## config.mk

```make
export PLATFORM = sky130hd
export DESIGN_NAME = ws2812_encoder_flat
export DESIGN_NICKNAME = d
export VERILOG_FILES = /design/src/rtl/ws2812_encoder_if.sv /design/src/rtl/ws2812_encoder.sv /design/src/flat_wrapper.sv
export SDC_FILE = /design/constraint.sdc
export NUM_CORES = 1
export LEC_CHECK = 0
export CELL_PAD_IN_SITES_DETAIL_PLACEMENT = 1
export CELL_PAD_IN_SITES_GLOBAL_PLACEMENT = 2
export CORE_MARGIN = 5
export CORE_UTILIZATION = 31
export DETAILED_ROUTE_END_ITERATION = 6
export GPL_ROUTABILITY_DRIVEN = 0
export PLACE_DENSITY_LB_ADDON = 0.1
export SLEW_MARGIN = 5
export SYNTH_ARGS = -nofsm -noshare
export SYNTH_HDL_FRONTEND = slang
export SYNTH_SLANG_ARGS = --single-unit
```

## constraint.sdc

```tcl
create_clock -name clk_i -period 1.95 [get_ports clk_i]
set_input_delay 0.2925 -clock clk_i [delete_from_list [all_inputs] [get_ports clk_i]]
set_output_delay 0.2925 -clock clk_i [all_outputs]
set_load 0.005 [all_outputs]
```

## src/rtl/ws2812_encoder_if.sv

```systemverilog
// Pixel stream handshake into the WS2812 encoder.
// A pixel transfers on a cycle where pix_valid and pix_ready are both high.
interface ws2812_encoder_if;
  logic [23:0] pix_data;
  logic        pix_valid;
  logic        pix_last;
  logic        pix_ready;

  modport master (
    output pix_data,
    output pix_valid,
    output pix_last,
    input  pix_ready
  );

  modport slave (
    input  pix_data,
    input  pix_valid,
    input  pix_last,
    output pix_ready
  );
endinterface

```

## src/rtl/ws2812_encoder.sv

```systemverilog
// WS2812 serial encoder: shifts 24-bit GRB pixels out MSB first as timed high/low pulses,
// then holds the line low for a latch period at the end of each frame.
module ws2812_encoder #(
  parameter int unsigned T0H_CYC   = 20,
  parameter int unsigned T1H_CYC   = 40,
  parameter int unsigned BIT_CYC   = 63,
  parameter int unsigned LATCH_CYC = 2750
) (
  input  logic            clk_i,
  input  logic            rst_ni,
  ws2812_encoder_if.slave pix_if,
  output logic            do_o,
  output logic            busy_o,
  output logic            frame_done_o,
  output logic            underrun_o
);

  localparam logic [7:0]  T0HEnd   = 8'(T0H_CYC - 1);
  localparam logic [7:0]  T1HEnd   = 8'(T1H_CYC - 1);
  localparam logic [7:0]  Low0End  = 8'(BIT_CYC - T0H_CYC - 1);
  localparam logic [7:0]  Low1End  = 8'(BIT_CYC - T1H_CYC - 1);
  localparam logic [15:0] LatchEnd = 16'(LATCH_CYC - 1);

  typedef enum logic [2:0] {StIdle, StHigh, StLow, StGap, StLatch} state_e;

  state_e      state_q, state_d;
  logic [23:0] sr_q, sr_d;
  logic [4:0]  idx_q, idx_d;
  logic        last_q, last_d;
  logic [7:0]  bit_cnt_q, bit_cnt_d;
  logic [15:0] lat_cnt_q, lat_cnt_d;
  logic        do_q, do_d;
  logic        frame_done_q, frame_done_d;
  logic        underrun_q, underrun_d;
  logic        high_end, low_end, ready, xfer;

  // sr_q[23] is always the bit currently on the wire
  assign high_end = (bit_cnt_q == (sr_q[23] ? T1HEnd : T0HEnd));
  assign low_end  = (bit_cnt_q == (sr_q[23] ? Low1End : Low0End));

  // Accepting in the final LOW cycle of bit 0 lets a stream continue without a bubble
  assign ready = (state_q == StIdle) || (state_q == StGap) ||
                 ((state_q == StLow) && low_end && (idx_q == 5'd0) && !last_q);
  assign xfer  = pix_if.pix_valid && ready;

  always_comb begin
    state_d      = state_q;
    sr_d         = sr_q;
    idx_d        = idx_q;
    last_d       = last_q;
    bit_cnt_d    = bit_cnt_q;
    lat_cnt_d    = lat_cnt_q;
    frame_done_d = 1'b0;
    underrun_d   = underrun_q;

    // A transfer wins over every other transition, including GAP timeout
    if (xfer) begin
      sr_d      = pix_if.pix_data;
      last_d    = pix_if.pix_last;
      idx_d     = 5'd23;
      bit_cnt_d = 8'd0;
      lat_cnt_d = 16'd0;
      state_d   = StHigh;
    end else begin
      unique case (state_q)
        StIdle: ;
        StHigh: begin
          if (high_end) begin
            bit_cnt_d = 8'd0;
            state_d   = StLow;
          end else begin
            bit_cnt_d = bit_cnt_q + 8'd1;
          end
        end
        StLow: begin
          if (low_end) begin
            bit_cnt_d = 8'd0;
            lat_cnt_d = 16'd0;
            if (idx_q != 5'd0) begin
              sr_d    = {sr_q[22:0], 1'b0};
              idx_d   = idx_q - 5'd1;
              state_d = StHigh;
            end else if (last_q) begin
              state_d = StLatch;
            end else begin
              state_d = StGap;
            end
          end else begin
            bit_cnt_d = bit_cnt_q + 8'd1;
          end
        end
        StGap: begin
          if (lat_cnt_q == LatchEnd) begin
            underrun_d = 1'b1;
            lat_cnt_d  = 16'd0;
            state_d    = StLatch;
          end else begin
            lat_cnt_d = lat_cnt_q + 16'd1;
          end
        end
        StLatch: begin
          if (lat_cnt_q == LatchEnd) begin
            frame_done_d = 1'b1;
            lat_cnt_d    = 16'd0;
            state_d      = StIdle;
          end else begin
            lat_cnt_d = lat_cnt_q + 16'd1;
          end
        end
        default: state_d = StIdle;
      endcase
    end

    do_d = (state_d == StHigh);
  end

  always_ff @(posedge clk_i) begin
    if (!rst_ni) begin
      state_q      <= StIdle;
      sr_q         <= 24'd0;
      idx_q        <= 5'd0;
      last_q       <= 1'b0;
      bit_cnt_q    <= 8'd0;
      lat_cnt_q    <= 16'd0;
      do_q         <= 1'b0;
      frame_done_q <= 1'b0;
      underrun_q   <= 1'b0;
    end else begin
      state_q      <= state_d;
      sr_q         <= sr_d;
      idx_q        <= idx_d;
      last_q       <= last_d;
      bit_cnt_q    <= bit_cnt_d;
      lat_cnt_q    <= lat_cnt_d;
      do_q         <= do_d;
      frame_done_q <= frame_done_d;
      underrun_q   <= underrun_d;
    end
  end

  assign pix_if.pix_ready = ready;
  assign do_o             = do_q;
  assign busy_o           = (state_q != StIdle);
  assign frame_done_o     = frame_done_q;
  assign underrun_o       = underrun_q;

endmodule

```

## src/flat_wrapper.sv

```systemverilog
// flat-port wrapper written by rule: the top's interface ports become plain ports
module ws2812_encoder_flat 
#(
  parameter int unsigned T0H_CYC   = 20,
  parameter int unsigned T1H_CYC   = 40,
  parameter int unsigned BIT_CYC   = 63,
  parameter int unsigned LATCH_CYC = 2750
)
  (clk_i, rst_ni, do_o, busy_o, frame_done_o, underrun_o, pix_if_pix_data, pix_if_pix_valid, pix_if_pix_last, pix_if_pix_ready);
  ws2812_encoder_if pix_if_i ();
  input  logic clk_i;
  input  logic rst_ni;
  output logic do_o;
  output logic busy_o;
  output logic frame_done_o;
  output logic underrun_o;
  input wire logic [$bits(pix_if_i.pix_data)-1:0] pix_if_pix_data;
  input wire logic [$bits(pix_if_i.pix_valid)-1:0] pix_if_pix_valid;
  input wire logic [$bits(pix_if_i.pix_last)-1:0] pix_if_pix_last;
  output wire logic [$bits(pix_if_i.pix_ready)-1:0] pix_if_pix_ready;
  assign pix_if_i.pix_data = pix_if_pix_data;
  assign pix_if_i.pix_valid = pix_if_pix_valid;
  assign pix_if_i.pix_last = pix_if_pix_last;
  assign pix_if_pix_ready = pix_if_i.pix_ready;
  ws2812_encoder #(.T0H_CYC(T0H_CYC), .T1H_CYC(T1H_CYC), .BIT_CYC(BIT_CYC), .LATCH_CYC(LATCH_CYC)) u_core (.clk_i(clk_i), .rst_ni(rst_ni), .pix_if(pix_if_i), .do_o(do_o), .busy_o(busy_o), .frame_done_o(frame_done_o), .underrun_o(underrun_o));
endmodule
```

==> results_dict.tcl <==
set metrics [dict create \
    antenna_found_initial 0 \
    globalRouteTotalUtil 0.174 \
    floorplan.die.width_um 108 \
    clk-insertion-delay-late_ps 340 \
    timing.slew.headroom 0.678 \
    final.setup.worst_slack_ps -231 \
    first_global_vias 3163 \
    worstSetupStartpointType "flip-flop" \
    synth_cell_type_count 69 \
    drtAntennaViolNets 0 \
    die_area_um2 11700 \
    avgRoutedWirePerCell_um 16.9 \
    grt_pass1_wl_mm 15.9 \
    ctsHtreeMaxLevel 3 \
    ir_drop_worst_vdd_v 0.000340 \
    ctsLongestPathBuffers 2 \
    drt-vias-per-instance 5.17 \
    hold_slack_ps 481 \
    hpwl_mm 6.83 \
    pwr-share-comb 0.144 \
    cp.required_ps 2230 \
    cts_tree "done" \
    critical_path_class "flip-flop to flip-flop" \
    setup-tns-final_ps -9000 \
    crit_path_max_fanout 7 \
    post-route-period-util 1.12 \
    grt_max_degree 24 \
    numClockSinks 60 \
    fillers 1095 \
    bufs_and_invs_on_worst_path 3 \
    critPathMaxStageDelay_ps 500 \
    coreArea_um2 9330 \
    placement.cell_area_um2 4060 \
    fin_skew_ps 9.16 \
    synth-async-reset-ratio 0 \
    worst_hold_path.num_cells 1 \
    p_seq_frac 0.462 \
    status "finished, violations left" \
    max_freq_ghz 0.459 \
    worst_setup_hold_path_clk_slew_ps 70 \
    yosys_most_used_dff "dfxtp_1" \
    total_power_mw 2.81 \
    hold_path.class "flip-flop to flip-flop" \
    synth.yosys.seq_area_share 0.401 \
    hold_fix_buffers_cts 0 \
    rows 35 \
    initial_core_util 0.321 \
    synth.top_cells.by_area "dfxtp_1 (40%), a221o_1 (7.7%), and2_1 (5.2%), a21oi_1 (3.5%), xor2_1 (2.6%)" \
    root_buffer "clkbuf_8" \
    path_cells "inv_2 > ha_4 > or3b_4 > buf_4 > buf_6 > o31a_1 > or4_1 > a21oi_1" \
    worst_path_dominant_cell_family "simple AND/OR/NAND/NOR gates" \
    synth.top_cell.area_share 0.401 \
    endpoint_kind "flip-flop" \
    post-route-drc-count 0 \
    wl_mm 9.78 \
    min_delay_worst_endpoint "u_core.sr_q[19]" \
    violations "setup timing" \
    finalHoldViolCount 0 \
    dr.pass1.iters 4 \
    pwr-share-clk 0.394 \
    final_max_slew_viol_count 0 \
    antenna_diode_count 0 \
    period_needed_ps 2180 \
    routed-via-count 2991 \
    p_sw_frac 0.258 \
    finish.instance_area_um2 4600 \
    synth-seq-cells 60 \
    setup.reg_to_reg.worst_slack_ps -230 \
    die_y_um 108 \
    power_leakage_nw 1.75 \
    setup_viol 56 \
    layout-area-overhead-vs-synth_pct 53.6 \
    netlist_area_before_placement_um2 3000 \
    synth_warnings 0 \
    overflow 0 \
    syn_area_per_cell_um2 9.24 \
    syn_nets 358 \
    reg2reg_from "u_core.bit_cnt_q[0]" \
    num-nets-final 479 \
    worstMarginPinSlew_ps 477 \
    area_leader_netlist "dfxtp_1" \
    r2r.worst_path.cells 8 \
    cts_buffers 9 \
    dp_worst_setup_slack_ps -281 \
    numPortBuffers 32 \
    multi_input_comb_area_um2 1930 \
    critPathArrivalTime_ps 2460 \
    p_per_area_nw_per_um2 612 \
    ioPinCount 33 \
    synth-edff-count 0 \
    postSynthCellCount 324 \
    max_cap_viol_count 0 \
    drt_iter0_markers 85 \
    p_switching_mw 0.726 \
    cp_slowest_cell "or4_1" \
    min-delay-start "u_core.sr_q[19]" \
    worst_r2r_endpoint "u_core.lat_cnt_q[3]" \
    area.sequential_um2 1210 \
    grt_setup_unrepaired "yes" \
    power_report.internal_total_mw 2.09 \
    layout-drive-gt1-share 0.384 \
]
power groups by stage:
| stage | clock [mW] | combinational, mW | sequential (mW) |
|---|---|---|---|
| global placement | 0 | 0.333 | 1.32 |
| floorplan | 0 | 0.146 | 1.32 |
| CTS | 1.14 | 0.385 | 1.30 |
| global route | 1.20 | 0.436 | 1.30 |
| finish | 1.11 | 0.405 | 1.30 |
| detailed placement | 0 | 0.338 | 1.32 |
cells by family after synthesis:
logic type	after synthesis	synth area share
adder cells (fa/ha/maj)	6	0.0251
multiplexers	1	0.00334
buffers and inverters	23	0.0338
AO/OA/AOI/OAI	86	0.219
flip-flops	60	0.401
AND/OR/NAND/NOR	135	0.280
XOR/XNOR	13	0.0380
registers in the layout (all words and copies together) (netlist names):
| signal | flops |
|---|---|
| u_core.bit_cnt_q | 8 |
| u_core.do_o | 1 |
| u_core.frame_done_o | 1 |
| u_core.idx_q | 5 |
| u_core.last_q | 1 |
| u_core.lat_cnt_q | 16 |
| u_core.sr_q | 24 |
| u_core.state_q | 3 |
| u_core.underrun_o | 1 |
routing by layer:
metal,routed length (um),track usage,vias to the layer above
met1,4580,0.223,1447
met2,4690,0.289,41
met5,0,0,-
met4,230,0.0532,0
met3,283,0.0406,21
li1,-,-,1482
through the flow:
stage                     std cells  utilization
after global placement          550        0.435
after CTS                       578        0.482
after floorplan                 324            -
final                           579        0.493
after global routing            579        0.493
after detailed placement        550        0.435
cells in the mapped netlist (2+ instances only):
cell and count:
a221o_1 23, inv_1 9, dfxtp_1 60, nor3b_1 3, clkbuf_1 3, and3_1 2
nand4_1 6, o31a_1 2, nand4b_1 3, nand2b_1 3, a21oi_1 21, or2_1 2
clkbuf_2 3, xnor2_1 4, o21ai_0 9, nor2b_1 3, o211ai_1 3, a41oi_1 3
nand3b_1 2, buf_2 6, or4b_1 2, nand2_1 14, ha_1 6, or3b_1 2
xor2_1 9, a21bo_2 2, and4b_1 2, and2_1 25, nand3_1 10, or3_1 7
nor3_1 5, or4b_2 2, o31ai_1 5, nor2_1 20, or4_1 7, a311oi_1 3
how the worst max path moves through the flow:
stage / startpoint / end / slack [ps] / depth (start not counted)
2_1_floorplan: u_core.bit_cnt_q[0] / u_core.sr_q[10] / -70 / 8
3_3_place_gp: u_core.bit_cnt_q[0] / pix_if_pix_ready / -260 / 7
3_5_place_dp: u_core.bit_cnt_q[0] / pix_if_pix_ready / -280 / 7
4_1_cts: u_core.bit_cnt_q[0] / pix_if_pix_ready / -310 / 7
5_1_grt: u_core.bit_cnt_q[0] / pix_if_pix_ready / -370 / 7
6_report: u_core.bit_cnt_q[0] / u_core.lat_cnt_q[3] / -230 / 8
worst reg2reg max path, stage by stage, from the launching register on:
cell	delay [ps]
dfxtp_2	320
inv_2	60
ha_4	120
or3b_4	380
buf_4	140
buf_6	110
o31a_1	340
or4_1	500
a21oi_1	150
area by class of cell:
type,count,area share
clock buffer,11,0.0286
clock inverter,5,0.0114
inverter,10,0.00816
multi-input combinational,241,0.421
sequential,60,0.263
tap,129,0.0351
timing repair buffer,123,0.234
cell usage in the layout (no fill, tap or decap), types with 4 or more instances in the layout:
master | Yosys | final
o21ai_0 | 9 | 5
xor2_1 | 9 | 9
inv_1 | 9 | 4
dfxtp_1 | 60 | 55
nand4_1 | 6 | 6
nand2_1 | 14 | 12
or3_1 | 7 | 6
a21oi_1 | 21 | 15
nand3_1 | 10 | 8
xnor2_1 | 4 | 4
a21oi_2 | 1 | 6
inv_2 | 0 | 5
buf_6 | 0 | 12
dfxtp_2 | 0 | 5
or4_1 | 7 | 5
buf_4 | 1 | 76
clkbuf_8 | 0 | 9
and2_1 | 25 | 25
nor3_4 | 0 | 4
a221o_1 | 23 | 23
nor2_1 | 20 | 10
o31ai_1 | 5 | 5
nor2_2 | 1 | 9
clkdlybuf4s50_1 | 0 | 30
timing repair:
item,4_1_cts,5_1_grt
resized for setup,51,27
pin swaps,32,21
endpoints found under the hold margin,0,0
setup buffers,14,3
cloned,1,0
setup endpoints to repair,59,61
(Power assumes the default switching activity.)
